<file path="config.mk">
export PLATFORM = sky130hd
export DESIGN_NAME = inst_fetch_mod_flat
export DESIGN_NICKNAME = d
export VERILOG_FILES = /design/src/rtl/inst_fetch_mod_pkg.sv /design/src/rtl/inst_fetch_mod_if.sv /design/src/rtl/inst_fetch_mod_len_decode.sv /design/src/rtl/inst_fetch_mod.sv /design/src/flat_wrapper.sv
export SDC_FILE = /design/constraint.sdc
export NUM_CORES = 1
export LEC_CHECK = 0
export BUFFER_PORTS_ARGS = -buffer_cell sky130_fd_sc_hd__buf_4
export CORE_ASPECT_RATIO = 0.8
export CORE_UTILIZATION = 30
export DETAILED_ROUTE_END_ITERATION = 8
export GPL_TIMING_DRIVEN = 0
export PLACE_DENSITY_LB_ADDON = 0.2
export SYNTH_ARGS = -nofsm -noshare
export SYNTH_HDL_FRONTEND = slang
export SYNTH_SLANG_ARGS = --single-unit
</file>
<file path="constraint.sdc">
create_clock -name clock -period 4 [get_ports clock]
set_input_delay 0.4 -clock clock [delete_from_list [all_inputs] [get_ports clock]]
set_output_delay 0.4 -clock clock [all_outputs]
set_load 0.02 [all_outputs]
</file>
<file path="src/rtl/inst_fetch_mod_pkg.sv">
// inst_fetch_mod_pkg
//   Shared definitions for the instruction fetch stage: FSM state encoding,
//   immediate-length codes, the default CB prefix byte and the helper that
//   picks the state following an opcode byte.
package inst_fetch_mod_pkg;

   typedef enum logic [2:0] {
      S_OP    = 3'd0,
      S_CB    = 3'd1,
      S_IMM1  = 3'd2,
      S_IMM2  = 3'd3,
      S_READY = 3'd4
   } fetch_state_e;

   typedef enum logic [1:0] {
      LEN_0 = 2'd0,
      LEN_1 = 2'd1,
      LEN_2 = 2'd2
   } imm_len_e;

   localparam logic [7:0] CB_PREFIX_DEFAULT = 8'hCB;

   // State entered after an opcode byte has been captured.
   function automatic fetch_state_e after_opcode(input logic [7:0] op,
                                                 input logic [7:0] cb_prefix,
                                                 input imm_len_e   len);
      if (op == cb_prefix)  return S_CB;
      else if (len == LEN_0) return S_READY;
      else                  return S_IMM1;
   endfunction

endpackage

</file>
<file path="src/rtl/inst_fetch_mod_if.sv">
// inst_fetch_mod_if
//   Byte-wide read bus between the fetch stage (master) and memory/arbiter (slave).
//   mem_addr    : byte address (master -> slave)
//   mem_rd      : read request (master -> slave)
//   mem_data_in : read data (slave -> master)
//   mem_ready   : read completes this cycle (slave -> master)
//   bus_grant   : bus released to the fetch stage (slave -> master)
interface inst_fetch_mod_if;
   logic [15:0] mem_addr;
   logic        mem_rd;
   logic [7:0]  mem_data_in;
   logic        mem_ready;
   logic        bus_grant;

   modport master (output mem_addr, mem_rd,
                   input  mem_data_in, mem_ready, bus_grant);
   modport slave  (input  mem_addr, mem_rd,
                   output mem_data_in, mem_ready, bus_grant);
endinterface

</file>
<file path="src/rtl/inst_fetch_mod_len_decode.sv">
// fetch_len_decode_mod
//   Combinational opcode -> immediate length (0/1/2 bytes) for unprefixed
//   opcodes. Unused opcodes fall into the length-0 default.
//   opcode  in  8  first instruction byte
//   imm_len out 2  number of immediate bytes that follow
module fetch_len_decode_mod
   import inst_fetch_mod_pkg::*;
(
   input  logic [7:0] opcode,
   output imm_len_e   imm_len
);

   always_comb begin
      imm_len = LEN_0;
      case (opcode)
         8'h06, 8'h0E, 8'h16, 8'h1E, 8'h26, 8'h2E, 8'h36, 8'h3E,
         8'h10, 8'h18, 8'h20, 8'h28, 8'h30, 8'h38,
         8'hC6, 8'hCE, 8'hD6, 8'hDE, 8'hE6, 8'hEE, 8'hF6, 8'hFE,
         8'hE0, 8'hF0, 8'hE8, 8'hF8:
            imm_len = LEN_1;
         8'h01, 8'h11, 8'h21, 8'h31, 8'h08,
         8'hC2, 8'hC3, 8'hC4, 8'hCA, 8'hCC, 8'hCD,
         8'hD2, 8'hD4, 8'hDA, 8'hDC, 8'hEA, 8'hFA:
            imm_len = LEN_2;
         default:
            imm_len = LEN_0;
      endcase
   end

endmodule

</file>
<file path="src/rtl/inst_fetch_mod.sv">
// inst_fetch_mod
//   Instruction fetch stage: reads opcode / CB-prefix / immediate bytes at pc and
//   presents one whole instruction until the control unit retires it.
//   Optional feature macro: PREFETCH_EN (1-byte prefetch buffer filled in S_READY).
//   Ports:
//     clock, reset (async, active low)
//     bus           memory read bus (master modport)
//     pc_load/_value redirect of the program counter, highest priority
//     pc            address of next byte to fetch
//     inst_valid, inst_buffer, inst_cb, imm_lo, imm_hi  presented instruction
//     inst_ack      retires the presented instruction
//
//   state   | meaning
//   S_OP    | fetching opcode (or CB prefix) byte
//   S_CB    | fetching opcode byte after CB prefix
//   S_IMM1  | fetching low immediate byte
//   S_IMM2  | fetching high immediate byte
//   S_READY | instruction presented, waiting for inst_ack
module inst_fetch_mod
   import inst_fetch_mod_pkg::*;
#(
   parameter logic [15:0] RESET_PC  = 16'h0000,
   parameter logic [7:0]  CB_PREFIX = CB_PREFIX_DEFAULT
) (
   input  logic             clock,
   input  logic             reset,
   inst_fetch_mod_if.master bus,
   input  logic             pc_load,
   input  logic [15:0]      pc_load_value,
   output logic [15:0]      pc,
   output logic             inst_valid,
   output logic [7:0]       inst_buffer,
   output logic             inst_cb,
   output logic [7:0]       imm_lo,
   output logic [7:0]       imm_hi,
   input  logic             inst_ack
);

   fetch_state_e state_q, state_d;
   logic [15:0]  pc_q, pc_d;
   logic [7:0]   buf_q, buf_d, lo_q, lo_d, hi_q, hi_d;
   logic         cb_q, cb_d, valid_q, valid_d;
   imm_len_e     len_q, len_d, op_len;
   logic         rd_req, xfer, take_op;
   logic [7:0]   op_byte;
   logic [15:0]  pc_inc;

`ifdef PREFETCH_EN
   logic [7:0]   pf_q, pf_d;
   logic         pf_full_q, pf_full_d;

   // In S_READY the bus is only used while the prefetch buffer is empty.
   assign rd_req  = (state_q != S_READY) || !pf_full_q;
   assign op_byte = pf_full_q ? pf_q : bus.mem_data_in;
`else
   assign rd_req  = (state_q != S_READY);
   assign op_byte = bus.mem_data_in;
`endif

   // Gated by reset so no request leaves the block while it is held in reset.
   assign bus.mem_rd   = rd_req && bus.bus_grant && reset;
   assign bus.mem_addr = pc_q;
   assign xfer         = bus.mem_rd && bus.mem_ready;
   assign pc_inc       = pc_q + 16'd1;

   fetch_len_decode_mod u_len_decode (
      .opcode  (op_byte),
      .imm_len (op_len)
   );

   always_comb begin
      state_d = state_q;
      pc_d    = pc_q;
      buf_d   = buf_q;
      cb_d    = cb_q;
      lo_d    = lo_q;
      hi_d    = hi_q;
      len_d   = len_q;
      take_op = 1'b0;
`ifdef PREFETCH_EN
      pf_d      = pf_q;
      pf_full_d = pf_full_q;
`endif

      case (state_q)
         S_OP: begin
            if (xfer) take_op = 1'b1;
         end
         S_CB: begin
            if (xfer) begin
               buf_d   = bus.mem_data_in;
               cb_d    = 1'b1;
               pc_d    = pc_inc;
               state_d = S_READY;
            end
         end
         S_IMM1: begin
            if (xfer) begin
               lo_d    = bus.mem_data_in;
               pc_d    = pc_inc;
               state_d = (len_q == LEN_2) ? S_IMM2 : S_READY;
            end
         end
         S_IMM2: begin
            if (xfer) begin
               hi_d    = bus.mem_data_in;
               pc_d    = pc_inc;
               state_d = S_READY;
            end
         end
         S_READY: begin
`ifdef PREFETCH_EN
            // On ack the next opcode comes from the buffer, or straight off the
            // bus if it arrives in the ack cycle, so S_OP is skipped.
            if (inst_ack) begin
               if (pf_full_q || xfer) take_op = 1'b1;
               else                   state_d = S_OP;
               pf_full_d = 1'b0;
            end else if (xfer) begin
               pf_d      = bus.mem_data_in;
               pf_full_d = 1'b1;
               pc_d      = pc_inc;
            end
`else
            if (inst_ack) state_d = S_OP;
`endif
         end
         default: state_d = S_OP;
      endcase

      if (take_op) begin
         buf_d   = op_byte;
         cb_d    = 1'b0;
         lo_d    = 8'h00;
         hi_d    = 8'h00;
         len_d   = op_len;
         state_d = after_opcode(op_byte, CB_PREFIX, op_len);
`ifdef PREFETCH_EN
         if (!pf_full_q) pc_d = pc_inc;
`else
         pc_d = pc_inc;
`endif
      end

      if (pc_load) begin
         pc_d    = pc_load_value;
         state_d = S_OP;
`ifdef PREFETCH_EN
         pf_full_d = 1'b0;
`endif
      end

      valid_d = (state_d == S_READY);
   end

   always_ff @(posedge clock or negedge reset) begin
      if (!reset) begin
         state_q   <= S_OP;
         pc_q      <= RESET_PC;
         buf_q     <= 8'h00;
         cb_q      <= 1'b0;
         lo_q      <= 8'h00;
         hi_q      <= 8'h00;
         len_q     <= LEN_0;
         valid_q   <= 1'b0;
`ifdef PREFETCH_EN
         pf_q      <= 8'h00;
         pf_full_q <= 1'b0;
`endif
      end else begin
         state_q   <= state_d;
         pc_q      <= pc_d;
         buf_q     <= buf_d;
         cb_q      <= cb_d;
         lo_q      <= lo_d;
         hi_q      <= hi_d;
         len_q     <= len_d;
         valid_q   <= valid_d;
`ifdef PREFETCH_EN
         pf_q      <= pf_d;
         pf_full_q <= pf_full_d;
`endif
      end
   end

   assign pc          = pc_q;
   assign inst_valid  = valid_q;
   assign inst_buffer = buf_q;
   assign inst_cb     = cb_q;
   assign imm_lo      = lo_q;
   assign imm_hi      = hi_q;

endmodule

</file>
<file path="src/flat_wrapper.sv">
// flat-port wrapper written by rule: the top's interface ports become plain ports
module inst_fetch_mod_flat import inst_fetch_mod_pkg::*;
#(
   parameter logic [15:0] RESET_PC  = 16'h0000,
   parameter logic [7:0]  CB_PREFIX = CB_PREFIX_DEFAULT
)
  (clock, reset, pc_load, pc_load_value, pc, inst_valid, inst_buffer, inst_cb, imm_lo, imm_hi, inst_ack, bus_mem_addr, bus_mem_rd, bus_mem_data_in, bus_mem_ready, bus_bus_grant);
  inst_fetch_mod_if bus_i ();
  input  logic clock;
  input  logic reset;
  input  logic pc_load;
  input  logic [15:0] pc_load_value;
  output logic [15:0] pc;
  output logic inst_valid;
  output logic [7:0] inst_buffer;
  output logic inst_cb;
  output logic [7:0] imm_lo;
  output logic [7:0] imm_hi;
  input  logic inst_ack;
  output wire logic [$bits(bus_i.mem_addr)-1:0] bus_mem_addr;
  output wire logic [$bits(bus_i.mem_rd)-1:0] bus_mem_rd;
  input wire logic [$bits(bus_i.mem_data_in)-1:0] bus_mem_data_in;
  input wire logic [$bits(bus_i.mem_ready)-1:0] bus_mem_ready;
  input wire logic [$bits(bus_i.bus_grant)-1:0] bus_bus_grant;
  assign bus_mem_addr = bus_i.mem_addr;
  assign bus_mem_rd = bus_i.mem_rd;
  assign bus_i.mem_data_in = bus_mem_data_in;
  assign bus_i.mem_ready = bus_mem_ready;
  assign bus_i.bus_grant = bus_bus_grant;
  inst_fetch_mod #(.RESET_PC(RESET_PC), .CB_PREFIX(CB_PREFIX)) u_core (.clock(clock), .reset(reset), .bus(bus_i), .pc_load(pc_load), .pc_load_value(pc_load_value), .pc(pc), .inst_valid(inst_valid), .inst_buffer(inst_buffer), .inst_cb(inst_cb), .imm_lo(imm_lo), .imm_hi(imm_hi), .inst_ack(inst_ack));
endmodule
</file>
# Yosys cells after proc, flatten, opt, wreduce, memory -nomap -nowiden
# Cells that the tools add are included.
# totals
wordCells	105
regBits	47
input_bits	30
output_inout_bits	59
# classes
n_addsub	1
muxes	26
n_eq_ne	51
reduce_logical	19
# op_table
op	count
8-bit equality test (second input constant)	25
8-bit by 6-bit equality test with 1-bit output (second input constant)	10
16-bit two-way mux	4
8-bit two-way mux	7
8-bit by 5-bit equality test with 1-bit output (second input constant)	5
26-bit OR reduction	1
3-bit two-way mux	8
17-bit OR reduction	1
16-bit by 1-bit adder with 16-bit output (second input constant)	1
8-bit by 4-bit equality test with 1-bit output (second input constant)	2
3-bit one-hot mux with 4 select lines	1
8-bit by 1-bit equality test with 1-bit output (second input constant)	1
8-bit by 3-bit equality test with 1-bit output (second input constant)	1
2-bit AND reduction	4
2-bit nonzero test	4
3-bit by 2-bit equality test with 1-bit output (second input constant)	2
3-bit equality test (second input constant)	2
3-bit nonzero test	2
1-bit two-way mux	5
2-bit one-hot mux with 2 select lines	1
3-bit by 1-bit equality test with 1-bit output (second input constant)	1
1-bit logical AND	3
3-bit zero test	1
3-bit inequality test (second input constant)	1
4 further kinds	4

# Depth between registers and ports, before layout
# Gate-level depths: netlist of run 1.
# depth
depth_word	9
depth_mapped	6

# By module
# A second synthesis of run 1 with hierarchy kept.
# unflattened
cells_unflattened	262
area_unflattened_um2	2561.2
# by_module_without_submodules
mod	instances	area_per_inst_um2	seq_area_each_um2	cells_each
inst_fetch_mod	1	2399.8	1176.1	238
fetch_len_decode_mod	1	161.4	0.0	24

# Worst setup path after synthesis of run 1
# No wires, ideal clock.
# synth_path
path_kind	register to register
start	register u_core.pc_q[2] (netlist: u_core.bus.mem_addr[2])
end	register u_core.pc_q[12] (netlist: u_core.bus.mem_addr[12])
required_ns	3.931
setup_ns	0.069
setup_slack_ns	2.349
arrival_time_ns	1.582
period_less_slack_ns	1.651
path_stages_with_launch	5
path_buffers	0
cell_sequence	dfrtp_1 > and4_1 > nand4_2 > or4_1 > nand3_1
# synth_via
elab_chain_cells	5
# synth_rtl
element	line	rtl
start: declaration	inst_fetch_mod.sv:40	logic [15:0] pc_q, pc_d;
start signal: assignment	inst_fetch_mod.sv:172	pc_q <= pc_d;
16-bit by 1-bit adder with 16-bit output (*)	inst_fetch_mod.sv:64	assign pc_inc = pc_q + 16'd1;
16-bit two-way mux	inst_fetch_mod.sv:90, inst_fetch_mod.sv:98, inst_fetch_mod.sv:105	
16-bit two-way mux	--	
16-bit two-way mux (*)	inst_fetch_mod.sv:131	if (take_op) begin
16-bit two-way mux (*)	inst_fetch_mod.sv:145	if (pc_load) begin
# Every way passes the cells marked *; elsewhere a longest branch is shown, timed or not. The select of a mux whose other input is x is not followed.
# A chain may end at the register's enable or synchronous reset.

# Worst setup path after layout of run 1
# layout_path
start	input port reset
end	register u_core.pc_q[12] (netlist: u_core.bus.mem_addr[12])
# layout_via
elab_chain_cells	6
elab_cells_between_ends	9
cone_classes	mux: 4; reduce/logical: 5
# layout_rtl
element	line	rtl
start: declaration	flat_wrapper.sv:10	input logic reset;
1-bit logical AND (*)	inst_fetch_mod.sv:61	assign bus.mem_rd = rd_req && bus.bus_grant && reset;
1-bit logical AND (*)	inst_fetch_mod.sv:63	assign xfer = bus.mem_rd && bus.mem_ready;
1-bit two-way mux	inst_fetch_mod.sv:87	if (xfer) take_op = 1'b1;
1-bit two-way mux	inst_fetch_mod.sv:85	case (state_q)
3-bit nonzero test (no line) / 16-bit two-way mux (equally long branches)	--	
2-bit AND reduction (no line) / 16-bit two-way mux (equally long branches)	--	
# Every way passes the cells marked *; elsewhere a longest branch is shown, timed or not.

==> impl_metrics.csv, run 1 <==
group,metric,value,unit
drt,vias,2229,
placement,placed_cell_area,3290,um2
timing,clock_skew,0.00445,ns
die,io_pins,89,
worst_hold_path,min_path_type,"primary input to async pin",
die,placementRows,29,
global_routing,grt_pass1_wl,10700,um
placement,routabilityCongestion,0.756,
cells_and_area,syn_to_final_growth,33.4,%
logic_synthesis,seq_area_frac_synth,46.5,%
logic_synthesis,postSynthCellCount,264,
placement,dp_hpwl,4670,um
drt,drc,0,
timing,setup_ws,2.00,ns
die,initial_utilization,31.4,%
cts,htreeDepth,2,
drt,postRouteAntennaNets,0,
cells_and_area,stdcell_area,3380,um2
cts,cts_hold_buf,0,
pwr,ir_worst_vdd,0.000167,V
logic_synthesis,synth_area_leaders,"dfrtp_1 (46%), nand2_1 (5.6%), buf_4 (5.0%)",
job,maxCapViolations,0,
logic_synthesis,yosysTopAreaCell,"dfrtp_1",
timing,setup_violations,0,
timing,min_period,2.00,ns
die,dieWidth,105,um
pwr,leakage,0.00156,uW
cells_and_area,diodes,0,
global_routing,antenna_found_initial,0,
global_routing,overflow,0,
worst_setup_path,worstSetupEndpointType,"flip-flop",
drt,drt-total-wl,6410,um
cts,worstSkewPairLatency,0.30,ns
worst_setup_path,worstRegToRegCells,4,
die,fp.dieH,84.2,um
drt,initialDrtViolationCount,100,
timing,worst_pin_slew,0.656,ns
worst_setup_path,crit_path_start_kind,"primary input",
cells_and_area,drive_above_1_share,33.9,%
logic_synthesis,syn_area,2530,um2
logic_synthesis,synth-edff-count,0,
timing,final-hold-violation-count,0,
worst_setup_path,path_max_fanout,50,
worst_setup_path,crit_arrival,2.24,ns
global_routing,grt_pass1_vias,2116,
drt,vias_per_cell,4.82,
cts,numCtsBuffers,5,
pwr,power.total,1150,uW
logic_synthesis,netlist.area_leader.share,46.5,%
run_status,run_status,"finished clean",
placement,dp_cells,455,
worst_setup_path,worst-setup-path-type,"primary input to flip-flop",
timing,fin_setup_tns,0,ns
timing,max_slew_margin,56.3,%
cts,clk_pin_slew,0.09,ns
timing,finalMaxSlewViolations,0,
placement,numPortBuffers,83,
die,core,8060,um2
worst_setup_path,crit_start,"reset",
logic_synthesis,ys_ff_latch,47,
drt,drtPass1Iterations,4,
placement,dp_slack,1.66,ns
worst_setup_path,required,4.24,ns
cells_and_area,fin_cells,462,
logic_synthesis,synthArstFlopShare,100,%
timing,fin_crit_sh,50.0,%
worst_setup_path,reg2reg_from,"u_core.state_q[2]$_DFF_PN0_",
global_routing,grt_max_degree,51,
logic_synthesis,ys.warnings.count,0,
logic_synthesis,synth_cell_types,51,
logic_synthesis,synth_nets,295,
cts,cts_resized,0,
cts,root_buffer,"clkbuf_8",
timing,fmaxAchievable,500,MHz
logic_synthesis,synthFlopType,"dfrtp_1",
drt,wl_per_cell,13.9,um
cts,cts_tree,"yes",
worst_setup_path,ff2ff_setup_slack,2.26,ns
cells_and_area,nets,385,
logic_synthesis,avgSynthCellArea,9.59,um2
pwr,p_per_area,340,nW/um2
cts,cts_buffer_depth,2,
cts,cts_setup_buffers,0,
timing,rsz0062_at_grt,"false",
cts,clkSinkCount,47,
worst_setup_path,r2r_end,"u_core.bus.mem_addr[12]$_DFFE_PN0P_",
die,die_area,8810,um2
global_routing,grtUsageTotal,15.2,%
worst_setup_path,setup.worst_path.end,"u_core.bus.mem_addr[12]$_DFFE_PN0P_",
==> through the flow <==
step,util (%),hold slack [ns]
2_1_floorplan,-,0.104
3_3_place_gp,40.8,0.471
3_5_place_dp,40.8,0.476
4_1_cts,41.9,0.144
5_1_grt,41.9,0.170
6_report,41.9,0.111
==> sequential cells by signal, summed over array words and instances (netlist names) <==
register             cells
u_core.len_q             2
u_core.state_q           3
u_core.inst_valid        1
u_core.inst_buffer       8
u_core.imm_lo            8
u_core.bus.mem_addr     16
u_core.imm_hi            8
u_core.inst_cb           1
==> cells by family after synthesis <==
| family | after synthesis | share of synthesized area, % |
|---|---|---|
| flops | 47 | 46.5 |
| compound gates | 44 | 10.8 |
| mux | 18 | 7.51 |
| simple gates | 110 | 23.7 |
| fa+ha+maj | 1 | 0.494 |
| buf+inv | 35 | 7.91 |
| xor+xnor | 9 | 3.11 |
==> area by class of cell <==
class | count | area (um2)
Timing Repair Buffer | 83 | 623
Fill cell | 825 | 4680
Inverter | 3 | 11.3
Buffer | 32 | 189
Clock inverter | 1 | 5.00
Clock buffer | 6 | 82.6
Tap cell | 108 | 135
Sequential cell | 47 | 1180
Multi-Input combinational cell | 182 | 1150
==> synth_stat cells (all sizes together), types with 2 or more instances <==
library cell and n:
xnor2 3, nor3 3, xor2 6, a2bb2oi 2, nor3b 3, nand2b 3
o21ai 20, buf 21, dfrtp 47, nor2b 4, clkbuf 11, or3 2
nand3 11, nand2 38, and3 3, nor2 18, a31oi 3, o211ai 6
nand4 5, mux2 8, a21oi 5, or4 6, and2 2, inv 3
mux2i 10, and4 3
==> report_power, final <==
part,leakage (uW),internal [uW],switching (uW)
registers,0.000604,514,37.2
logic,0.000909,141,159
clock network,0.0000470,136,162
total,0.00156,791,358
==> critical path, stage by stage <==
cell and delay (ns):
buf_4 0.50, and4b_2 0.43, nand4_2 0.24, or4_1 0.53, nand3_1 0.09
==> worst min path at each step <==
stage	start	cells after the start	slack, ns	to
floorplan	reset	0	0.10	u_core.bus.mem_addr[0]$_DFFE_PN0P_
global placement	reset	1	0.47	u_core.inst_buffer[6]$_DFFE_PN0P_
detailed placement	reset	1	0.48	u_core.imm_hi[7]$_DFFE_PN0P_
CTS	reset	1	0.14	u_core.inst_cb$_DFFE_PN0P_
global route	reset	1	0.17	u_core.imm_hi[4]$_DFFE_PN0P_
finish	reset	1	0.11	u_core.inst_buffer[6]$_DFFE_PN0P_
==> layer usage <==
metal | vias up | GRT usage, % | routed length, um
met4 | 0 | 4.61 | 80
met5 | - | 0 | 0
met1 | 1068 | 22.5 | 3200
li1 | 1095 | - | -
met3 | 8 | 2.72 | 261
met2 | 58 | 22.6 | 2870
==> cells in the final DEF, fill, tap and decap left out, types with 3 or more instances in the layout <==
| master | instances |
|---|---|
| mux2_1 | 4 |
| o21ai_1 | 11 |
| clkbuf_1 | 11 |
| o21ai_0 | 9 |
| nor2b_1 | 4 |
| nand2_1 | 38 |
| buf_2 | 4 |
| buf_4 | 100 |
| and3_1 | 3 |
| nor2_1 | 18 |
| nor3b_1 | 3 |
| nand2b_1 | 3 |
| xor2_1 | 6 |
| nand4_1 | 3 |
| a31oi_1 | 3 |
| or4_1 | 6 |
| mux2_2 | 4 |
| nor3_1 | 3 |
| mux2i_1 | 10 |
| nand3_1 | 11 |
| clkbuf_8 | 6 |
| o211ai_1 | 6 |
| xnor2_1 | 3 |
| inv_1 | 3 |
| dfrtp_1 | 47 |
| a21oi_1 | 5 |
No activity file was read; power rests on OpenSTA's default activity.
==> run 2, diff against run 1 <==
clock period = 1.8 ns   (was 4 ns; I/O delays follow)
==> run 2 against run 1 <==
Compared with the run above:
- the run now ends with negative hold slack left
- global-route usage unchanged
- wire length down 0.58%
- clock skew is 0.00050 ns lower
- die area unchanged
- flip-flop and latch count unchanged
- power rose by 120%
- register-to-register slack worse by 2.2 ns
- largest power group unchanged
==> impl_metrics.csv, run 2 (same netlist as run 1, synthesis figures left out) <==
group,metric,value,unit
die,dieWidth,105,um
worst_setup_path,path_max_fanout,10,
cells_and_area,diodes,0,
worst_setup_path,worstSetupEndpointType,"flip-flop",
global_routing,grtUsageTotal,15.2,%
pwr,leakage,0.00157,uW
cells_and_area,drive_above_1_share,35.0,%
timing,fmaxAchievable,587,MHz
timing,setup_ws,0.0976,ns
timing,fin_setup_tns,0,ns
cts,clk_pin_slew,0.09,ns
worst_setup_path,crit_path_start_kind,"flip-flop",
pwr,ir_worst_vdd,0.000370,V
timing,max_slew_margin,65.9,%
cts,root_buffer,"clkbuf_8",
drt,drc,0,
job,maxCapViolations,0,
timing,finalMaxSlewViolations,0,
cts,clkSinkCount,47,
cts,htreeDepth,2,
run_status,run_status,"complete, but fails checks",
global_routing,grt_max_degree,51,
global_routing,overflow,0,
die,fp.dieH,84.2,um
cells_and_area,most-common-layout-cells,"buf_4 (101), dfrtp_1 (47), nand2_1 (38), nor2_1 (18)",
die,placementRows,29,
global_routing,antenna_found_initial,0,
drt,vias,2238,
pwr,p_per_area,747,nW/um2
die,core,8060,um2
placement,numPortBuffers,83,
timing,worst_pin_slew,0.511,ns
cts,worstSkewPairLatency,0.30,ns
drt,drt-total-wl,6370,um
timing,setup_violations,0,
timing,fin_crit_sh,94.6,%
die,initial_utilization,31.4,%
timing,rsz0062_at_grt,"true",
cells_and_area,layout_commonest_cell,"buf_4",
worst_setup_path,ff2ff_setup_slack,0.1,ns
worst_setup_path,worstRegToRegCells,5,
cts,cts_buffer_depth,2,
worst_setup_path,r2r_end,"u_core.inst_valid$_DFF_PN0_",
placement,dp_hpwl,4670,um
worst_setup_path,crit_arrival,1.91,ns
cells_and_area,nets,388,
cells_and_area,n_fill_cell,827,
timing,final-hold-violation-count,47,
cells_and_area,final_util,42.5,%
run_status,violations,"negative hold slack",
drt,vias_per_cell,4.81,
worst_setup_path,required,2.01,ns
drt,drtPass1Iterations,4,
cells_and_area,largest_reg_flops,16,
global_routing,grt_pass1_vias,2120,
cts,numCtsBuffers,5,
global_routing,grt_pass1_wl,10700,um
placement,routabilityCongestion,0.756,
pwr,power.total,2560,uW
drt,postRouteAntennaNets,0,
placement,dp_slack,-0.321,ns
worst_setup_path,reg2reg_from,"u_core.state_q[2]$_DFF_PN0_",
cells_and_area,syn_to_final_growth,35.2,%
worst_hold_path,min_path_type,"primary input to async pin",
timing,hold_ws,-0.193,ns
timing,clock_skew,0.00395,ns
die,die_area,8810,um2
drt,wl_per_cell,13.7,um
drt,initialDrtViolationCount,96,
timing,min_period,1.70,ns
die,io_pins,89,
cts,cts_tree,"yes",
worst_setup_path,worst-setup-path-type,"flip-flop to flip-flop",
-- run 2: layout make-up --
type	instances	area [um2]	share of cell area [%]
Buffer	32	193	5.63
Clock inverter	1	5.00	0.146
Multi-Input combinational cell	182	1170	34.2
Tap cell	108	135	3.95
Inverter	3	11.3	0.329
Clock buffer	6	82.6	2.41
Sequential cell	47	1180	34.4
Timing Repair Buffer	86	649	19.0
-- run 2: worst max path at each step --
stage,startpoint,end,slack [ns],cells past startpoint
final,u_core.state_q[2]$_DFF_PN0_,u_core.inst_valid$_DFF_PN0_,0.1,5
after global routing,u_core.state_q[2]$_DFF_PN0_,u_core.bus.mem_addr[15]$_DFFE_PN0P_,-0.02,4
after floorplan,u_core.bus.mem_addr[2]$_DFFE_PN0P_,u_core.bus.mem_addr[12]$_DFFE_PN0P_,0.15,4
after detailed placement,reset,u_core.bus.mem_addr[12]$_DFFE_PN0P_,-0.32,5
after global placement,reset,u_core.inst_valid$_DFF_PN0_,-0.32,6
after CTS,u_core.state_q[2]$_DFF_PN0_,u_core.bus.mem_addr[12]$_DFFE_PN0P_,0.06,4
-- run 2: repair_timing --
item | in CTS | in global routing
setup buffers | 0 | 3
gates resized for setup | 1 | 5
setup endpoints to repair | 1 | 12
pin swaps | 0 | 1
hold endpoints to repair | 47 | 47
-- run 2: worst max-delay path, stage by stage, from the launching register on --
cell and delay [ns]:
dfrtp_1 0.42, and4b_4 0.41, buf_6 0.17, nand2_1 0.06, a221o_1 0.33, nor3_1 0.23
-- run 2: layer usage --
metal | track usage, % | share of wire, % | vias to the layer above
met5 | 0 | 0 | -
met2 | 22.6 | 44 | 55
met1 | 22.5 | 50 | 1076
met3 | 2.72 | 4.1 | 8
met4 | 4.61 | 1.3 | 0
li1 | - | - | 1099
-- run 2: report_power, final --
part / internal, uW / switching, uW / total, uW
Combinational: 318 / 355 / 672
Clock: 302 / 357 / 659
Sequential: 1140 / 82.9 / 1220
Total: 1760 / 794 / 2560
-- run 2: metrics by stage --
step | instance area [um2] | std cells
2_1_floorplan | 2530 | 264
3_3_place_gp | 3290 | 455
3_5_place_dp | 3290 | 455
4_1_cts | 3380 | 462
5_1_grt | 3420 | 465
6_report | 3420 | 465
